==> src/rtl/seg_scan_driver.sv <==
// seg_scan_driver: multiplexed 4-digit, 7-segment scan driver.
// Turns a one-hot scan phase from an upstream ring counter into active-low
// digit enables and hex-decoded segments. It also watches the phase stream
// for non-one-hot codes (err) and out-of-order steps (seq_err), and counts
// completed rotations.
// The display value is double-buffered. A load goes into a pending
// register, which is committed at the next frame boundary (phase == 0001),
// so the digits never change in the middle of a frame.
//
// Ports:
//   clk        rising-edge system clock
//   reset      synchronous, active-high reset
//   phase      one-hot scan phase; bit k selects digit k
//   data       display value; digit k is data[4k+3:4k]
//   load       capture data into the pending buffer
//   an         active-low digit enables (registered)
//   seg        active-low segments {g,f,e,d,c,b,a} (registered)
//   idx        binary index of the last valid phase (registered)
//   frame_done one-cycle pulse on an in-sequence 0100 -> 1000 step
//   rot_count  completed rotations, saturating at 255
//   err        sticky: a non-one-hot phase was seen
//   seq_err    sticky: a valid phase arrived out of order
module seg_scan_driver (
    input  logic        clk,
    input  logic        reset,
    input  logic [3:0]  phase,
    input  logic [15:0] data,
    input  logic        load,
    output logic [3:0]  an,
    output logic [6:0]  seg,
    output logic [1:0]  idx,
    output logic        frame_done,
    output logic [7:0]  rot_count,
    output logic        err,
    output logic        seq_err
);

    localparam int unsigned DIGITS  = 4;
    localparam int unsigned DIG_W   = 4;
    localparam int unsigned DATA_W  = DIGITS * DIG_W;
    localparam int unsigned IDX_W   = 2;
    localparam int unsigned SEG_W   = 7;
    localparam int unsigned CNT_W   = 8;

    localparam logic [SEG_W-1:0]  SEG_BLANK = 7'b1111111;
    localparam logic [DIGITS-1:0] AN_OFF    = 4'b1111;
    localparam logic [CNT_W-1:0]  CNT_MAX   = 8'hFF;

    // Hex to active-low gfedcba segments.
    function automatic logic [SEG_W-1:0] hex_decode(input logic [DIG_W-1:0] v);
        logic [SEG_W-1:0] s;
        case (v)
            4'h0: s = 7'b1000000;
            4'h1: s = 7'b1111001;
            4'h2: s = 7'b0100100;
            4'h3: s = 7'b0110000;
            4'h4: s = 7'b0011001;
            4'h5: s = 7'b0010010;
            4'h6: s = 7'b0000010;
            4'h7: s = 7'b1111000;
            4'h8: s = 7'b0000000;
            4'h9: s = 7'b0010000;
            4'hA: s = 7'b0001000;
            4'hB: s = 7'b0000011;
            4'hC: s = 7'b1000110;
            4'hD: s = 7'b0100001;
            4'hE: s = 7'b0000110;
            default: s = 7'b0001110;
        endcase
        return s;
    endfunction

    // Display buffers and sequence history.
    logic [DATA_W-1:0] active;
    logic [DATA_W-1:0] pending;
    logic              pending_valid;
    logic              has_hist;
    logic [IDX_W-1:0]  hist_idx;

    // Combinational decode of the current sample.
    logic              phase_valid;
    logic [IDX_W-1:0]  phase_idx;
    logic              boundary;
    logic [DATA_W-1:0] active_next;
    logic [DIG_W-1:0]  digit;
    logic [IDX_W-1:0]  expect_idx;
    logic              out_of_seq;
    logic              done;

    // Classify the phase and work out which buffer feeds this frame.
    always_comb begin
        phase_valid = 1'b0;
        phase_idx   = '0;
        boundary    = 1'b0;
        active_next = active;
        digit       = '0;
        expect_idx  = '0;
        out_of_seq  = 1'b0;
        done        = 1'b0;

        case (phase)
            4'b0001: begin phase_valid = 1'b1; phase_idx = 2'd0; end
            4'b0010: begin phase_valid = 1'b1; phase_idx = 2'd1; end
            4'b0100: begin phase_valid = 1'b1; phase_idx = 2'd2; end
            4'b1000: begin phase_valid = 1'b1; phase_idx = 2'd3; end
            default: begin phase_valid = 1'b0; phase_idx = '0;   end
        endcase

        boundary = phase_valid && (phase_idx == 2'd0);

        // A load that lands on the boundary commits immediately; otherwise
        // any buffered value is committed, so digit 0 already shows it.
        if (boundary) begin
            if (load) begin
                active_next = data;
            end else if (pending_valid) begin
                active_next = pending;
            end
        end

        digit = active_next[{phase_idx, 2'b00} +: DIG_W];

        // Ring order is 0->1->2->3->0; the 2-bit add wraps naturally.
        expect_idx = hist_idx + IDX_W'(1);
        out_of_seq = phase_valid && has_hist && (phase_idx != expect_idx);
        done       = phase_valid && has_hist && (phase_idx == 2'd3) &&
                     (hist_idx == 2'd2);
    end

    // State and registered outputs.
    always_ff @(posedge clk) begin
        if (reset) begin
            active        <= '0;
            pending       <= '0;
            pending_valid <= 1'b0;
            has_hist      <= 1'b0;
            hist_idx      <= '0;
            an            <= AN_OFF;
            seg           <= SEG_BLANK;
            idx           <= '0;
            frame_done    <= 1'b0;
            rot_count     <= '0;
            err           <= 1'b0;
            seq_err       <= 1'b0;
        end else begin
            active <= active_next;

            if (boundary) begin
                pending_valid <= 1'b0;
                if (load) begin
                    pending <= data;
                end
            end else if (load) begin
                pending       <= data;
                pending_valid <= 1'b1;
            end

            if (phase_valid) begin
                an       <= ~(DIGITS'(1) << phase_idx);
                seg      <= hex_decode(digit);
                idx      <= phase_idx;
                hist_idx <= phase_idx;
                has_hist <= 1'b1;
                if (out_of_seq) begin
                    seq_err <= 1'b1;
                end
            end else begin
                // Blank the display; idx and sequence history hold.
                an  <= AN_OFF;
                seg <= SEG_BLANK;
                err <= 1'b1;
            end

            frame_done <= done;
            if (done && (rot_count != CNT_MAX)) begin
                rot_count <= rot_count + CNT_W'(1);
            end
        end
    end

endmodule

==> config.mk <==
export PLATFORM = sky130hd
export DESIGN_NAME = seg_scan_driver
export DESIGN_NICKNAME = d
export VERILOG_FILES = /design/src/rtl/seg_scan_driver.sv
export SDC_FILE = /design/constraint.sdc
export NUM_CORES = 1
export LEC_CHECK = 0
export BUFFER_PORTS_ARGS = -buffer_cell sky130_fd_sc_hd__buf_2
export CORE_ASPECT_RATIO = 1.4
export CORE_UTILIZATION = 46
export DETAILED_ROUTE_END_ITERATION = 7
export GPL_TIMING_DRIVEN = 0
export PLACE_DENSITY_LB_ADDON = 0.15
export SYNTH_ARGS = -nofsm -noshare
export SYNTH_HDL_FRONTEND = slang
export SYNTH_SLANG_ARGS = --single-unit
==> constraint.sdc <==
create_clock -name clk -period 4.01 [get_ports clk]
set_clock_uncertainty 0.15 [all_clocks]
set_input_delay 0 -clock clk [delete_from_list [all_inputs] [get_ports clk]]
set_output_delay 0 -clock clk [all_outputs]
set_load 0.02 [all_outputs]
# After elaboration in Yosys (flattened, before gate mapping)
# Memory sizes are Yosys's and may differ from the RTL's. A register that Yosys moved wholly into a read port is not among the register bits.
# Index checks and enable logic that the tools add are counted.
# word_totals
regBits,51
latch_bits,0
mem_bits_rw,0
mem_bits_ro,112
inputBits,23
out_inout_bits,24
wordCells,41
mem_count,1
# classes
add_sub_neg,2
multipliers,0
div_mod_pow,0
order_cmp,0
eq_ne,8
shifts,2
n_mux,5
n_bitwise,2
reduce_logical,11
# mem_list
memory,depth,word_bits,read_ports,rd_ports_with_merged_regs,wr,line_no,rtl
(no name shown),16,7,1,1,0,52,case (v)
# ops
cell,count
$mux W16,3
$shiftx A16 B5 Y4,1
$add A8 B1 Y8 const B,1
$ne A8 B8 Y1 const B,1
$logic_and A1 B1 Y1,6
$pmux W2 S3,1
$eq A2 B2 Y1 const B,2
$eq A4 B1 Y1 const B,1
$eq A4 B2 Y1 const B,1
$eq A4 B3 Y1 const B,1
$eq A4 B4 Y1 const B,1
$not A4 Y4,1
$reduce_or A2 Y1,2
$reduce_or A4 Y1,1
$shl A1 B2 Y4 const A,1
$add A2 B1 Y2 const B,1
$logic_not A2 Y1,1
$ne A2 B2 Y1,1
$reduce_and A2 Y1,1
$mux W1,1
$not A1 Y1,1

# Logic depth before layout (Yosys ltp)
# logic_depth
word_depth,7
depth_mapped,12
ltp_nobuf,10

# Worst setup path before layout
# OpenSTA, ideal clock, no wires.
# synth_timing
path_type,register to register
startpoint,register pending_valid
endpoint,register seg[4]
setup_ns,0.114
arrival_ns,2.100
required_time_ns,3.746
slack_ns,1.646
path_stages_with_launch,11
path_buffers,1
period_less_slack_ns,2.364
cell_sequence,dfxtp_1 > clkbuf_1 > nor2_1 > nor2_8 > nor2_1 > a21oi_2 > a221oi_4 > inv_2 > ha_1 > mux2_2 > a21o_1
# synth_via
elab_chain_len,4
# synth_rtl
item,line_no,rtl
"start, declared",76,logic pending_valid;
"start signal, assigned",135,pending_valid <= 1'b0;
"start signal, assigned",149,pending_valid <= 1'b0;
"start signal, assigned",155,pending_valid <= 1'b1;
$mux W16,116,end else if (pending_valid) begin
$mux W16,114,if (load) begin
$mux W16,113,if (boundary) begin
$shiftx A16 B5 Y4,121,"digit = active_next[{phase_idx, 2'b00} +: DIG_W];"
"end, declared",30,"output logic [6:0] seg,"
# Every way passes these cells.
# A chain may end at the register's enable or synchronous reset.

# Worst setup path after layout
# layout_timing
startpoint,input phase[1]
endpoint,register seg[3]
# layout_via
elab_chain_len,6
word_cells_on_any_way,13
classes_between,4 x eq/ne; 1 x shift; 3 x mux; 1 x bitwise; 4 x reduce/logical
# layout_rtl
item,line_no,rtl
"start, declared",26,"input logic [3:0] phase,"
$eq A4 B4 Y1 (tied with other cells),101,case (phase)
$pmux W2 S3 or $reduce_or A4 Y1 (tied branches),n/a,
$logic_not A2 Y1 or $mux W1 (tied branches),"109, 101",
$logic_and A1 B1 Y1,109,boundary = phase_valid && (phase_idx == 2'd0);
$mux W16,113,
$shiftx A16 B5 Y4,121,
# Parallel ways exist; a longest one is shown, timed or not.

==> metrics.md <==
| Metric | Value |
|---|---|
| Status | completed |
| Primary FF master, synth | dfxtp_1 |
| Setup violations, final | 0 |
| Multiplexer share of the synthesized area | 7.96% |
| Met3 usage | 3.99% |
| P&R area growth vs syn | 25.3% |
| Post-route non-filler standard cell count | 466 |
| Combinational cell fraction of total power | 13.4% |
| Global-route wire length before repair | 10,500 µm |
| Area of the core | 0.00586 mm² |
| Starting DRT DRC Count | 64 |
| Synth Area in Simple Gates | 22.4% |
| Worst Path Max Fanout | 10 |
| Grt ovf | 0 |
| Ant. Diodes | 0 |
| Startpoint types | primary input |
| Largest net degree at the start of global routing | 11 |
| Vias per inst | 5.23 |
| Syn. warnings | 0 |
| Synth area leaders | dfxtp_1 41%, nor2_1 8.3%, mux2i_1 6.8% |
| Final Routed Wirelength | 6400 µm |
| Vias in the first global route | 2,297 |
| Slew at the pin with the worst max-slew slack | 0.790 ns |
| Chip width | 68.1 µm |
| Ys async rst share | 0% |
| GR Layer Usage met1 | 25.7% |
| Largest family of logic cells by synthesized area | simple AND/OR/NAND/NOR gates |
| Number of CTS-inserted buffers | 9 |
| Register clock-pin slew on the reported worst setup and hold paths | 0.07 ns |
| Worst R2R Path Depth | 10 |
| Rel. slew slack | 47.2% |
| Pwr Density | 367 mW/mm² |
| Number of gates resized after CTS | 0 |
| HP Class | primary input to register |
| Met2 Resource Use GR | 37.7% |
| Worst setup EP type | register |
| Hold Crit Start | load |
| Setup TNS | 0 ns |
| IR Drop Worst-Case VDD | 0.000189 V |
| Cell count after synthesis | 314 |
| GPL Wtd Cong | 0.820 |
| Post-synth top area cell | dfxtp_1 |
| DP HPWL | 4540 µm |
| Vias | 2,437 |
| Finished Cell Area | 0.00353 mm² |
| Commonest non-fill, non-tap cells in the layout | 62 x nor2_1, 58 x dfxtp_1, 48 x buf_2 |
| Slowest stage delay, CP | 0.53 ns |
| GR peak layer | met2 |
| Critical Path, Cell by Cell | dlygate4sd3_1 > buf_2 > buf_2 > nor4b_4 > nand2_1 > o22a_1 > o21ai_0 > o221a_2 > inv_1 > ha_1 > mux2i_1 > mux2i_1 > nand2b_1 |
| P_int | 0.000956 W |
| # rows | 33 |
| Switch Pwr | 0.000338 W |
| Crit share post-route | 76.6% |
| Hold Path End | active[2]$_SDFF_PP0_ |
| Most common cell after layout, fill and taps aside | nor2_1 |
| Initial core utilization | 48.0% |
| Layout Nets | 422 |
| Gr usage total | 22.2% |
| Final min period | 3.07 ns |
| Hold_ws | 0.0205 ns |
| H-tree lvl count | 3 |
| Mapped Avg Cell Area | 8.96 µm² |
| Die extent in y | 94.5 µm |
| Number of flops mapped to enable cells by yosys | 0 |
| Inst Count DP | 428 |
| CTS max path bufs | 2 |
| DRC viols | 0 |
| Final Hold Vio Count | 0 |
| Clock share of power | 39.6% |
| Switch share | 26.1% |
| Worst EP arrival | 3.13 ns |
| 1st-pass router iterations | 4 |
| Fmax achieved | 0.326 GHz |
| Fraction of layout cells with a size suffix above 1 | 22.2% |
| Cell area after synthesis | 0.00281 mm² |
| Area share of fa/ha/maj cells after synthesis | 3.56% |
| Sequential share of power | 47.0% |
| RSZ-0062 raised after global routing | false |
| WP data required | 4.07 ns |
| I/O pins | 47 |
| XOR/XNOR Fraction of Synth Area | 2.49% |
| Antenna violations before repair | 0 |
| Max-Cap Viols | 0 |
| Worst R2R Start | pending_valid$_SDFFE_PP0P_ |
| Fillers | 529 |
| Post-DRT Antenna Nets | 0 |
| CTS tree | yes |
| WL/cell | 13.7 µm |
| R2R Setup Slk | 1.26 ns |
| Slew Viols, Final | 0 |
| Total power | 0.00129 W |
| Post-synth cell types | 56 |
| Clk sinks | 58 |
| Die area | 0.00644 mm² |
| Placed inst area | 0.00312 mm² |
| Clock latency on the worst-skew pair | 0.34 ns |
| Input/output buffers | 44 |
| Static leakage | 1.51 nW |
| Seq/Total Area, Yosys | 41.3% |
| Setup CP Type | primary input to register |
| Share of the synthesized area in the top cell type | 41.3% |
| Compound-Gate Fraction of Synth Area | 16.7% |
| Clock root buffer master | clkbuf_8 |
| Slowest cell on the critical path | dlygate4sd3_1 |
| Worst Hold Path Cells | 5 |
| Post-Syn Nets | 345 |
| FF-to-FF End | seg[4]$_SDFF_PP1_ |
| #FFs+latches synth | 58 |
## final cells by class
| cell class | count | area [µm²] | share of cell area [%] |
|---|---|---|---|
| buffer | 19 | 121 | 3.44 |
| inverter | 10 | 37.5 | 1.06 |
| tap | 70 | 87.6 | 2.48 |
| multi-input combinational | 227 | 1490 | 42.4 |
| sequential | 58 | 1160 | 32.9 |
| timing repair buffer | 66 | 440 | 12.5 |
| clock inverter | 7 | 60.1 | 1.70 |
| clock buffer | 9 | 124 | 3.51 |
## routing by layer
layer | vias to the layer above | part of all wire [%]
met5 | - | 0
met4 | 0 | 2.8
met3 | 15 | 3.2
met2 | 59 | 49
met1 | 1114 | 45
li1 | 1249 | -
## worst max path at each step
stage	slack, ns	end	startpoint
floorplan	1.65	seg[4]$_SDFF_PP1_	pending_valid$_SDFFE_PP0P_
global placement	1.18	seg[3]$_SDFF_PP1_	phase[1]
detailed placement	1.16	seg[3]$_SDFF_PP1_	phase[1]
CTS	0.97	seg[3]$_SDFF_PP1_	phase[1]
global route	0.77	seg[4]$_SDFF_PP1_	phase[1]
finish	0.94	seg[3]$_SDFF_PP1_	phase[1]
## cell usage after synthesis (2+ instances only)
cell      number
nand4_1        4
a22oi_1        2
o211ai_1       2
buf_1          4
xnor2_1        2
a21boi_0       3
o22ai_1        2
nor2b_1        4
buf_6          6
xor2_1         6
nand3_1        2
a21o_1         2
ha_1           8
mux2_2         3
inv_1          9
a211oi_1       3
nand2_1       19
or3_1          2
o221ai_1       4
a21oi_1       14
o22a_1         5
clkbuf_1       5
and2_1         3
nand2b_1       6
a31oi_1        3
nor3_1         7
o21ai_0        8
buf_2          4
o21ai_1        6
nor2_1        62
nand3b_1       4
dfxtp_1       58
mux2i_1       19
## power groups by stage
stage / combinational, W / sequential, W / clock (W)
floorplan: 0.000104 / 0.000629 / 0
global placement: 0.000155 / 0.000620 / 0
detailed placement: 0.000158 / 0.000621 / 0
CTS: 0.000174 / 0.000608 / 0.000526
global route: 0.000192 / 0.000610 / 0.000554
finish: 0.000174 / 0.000608 / 0.000512
## kinds of logic (layout without fill, tap and decap cells)
group	Yosys count	count (layout)
compound gates	65	65
xor+xnor	8	8
fa+ha+maj	8	8
buf+inv	29	111
flops	58	58
mux	22	22
simple gates	124	124
## registers in the layout (all words and copies together) (netlist names)
| register | cells |
|---|---|
| seg | 7 |
| an | 4 |
| pending | 16 |
| has_hist | 1 |
| seq_err | 1 |
| rot_count | 8 |
| hist_idx | 2 |
| active | 16 |
| pending_valid | 1 |
| frame_done | 1 |
| err | 1 |
## stage by stage
stage          utilization (%)  worst slack [ns]
2_1_floorplan                -              1.65
3_3_place_gp              53.2              1.18
3_5_place_dp              53.2              1.16
4_1_cts                   60.1             0.968
5_1_grt                   60.1             0.766
6_report                  60.1             0.940
## critical path, delay by kind of cell
family,cells,cell delay (ns)
buffers and inverters,4,0.93
AND/OR/NAND/NOR,3,0.84
AO/OA/AOI/OAI,3,0.81
multiplexers,2,0.29
adder cells (fa/ha/maj),1,0.25
## what timing repair did
action,in CTS,in global routing
endpoints found under the hold margin,42,0
hold buffers,22,0
endpoints found under the setup margin,0,0
buffers inserted,0,0
Note: power is estimated with default switching activity, not from simulation.
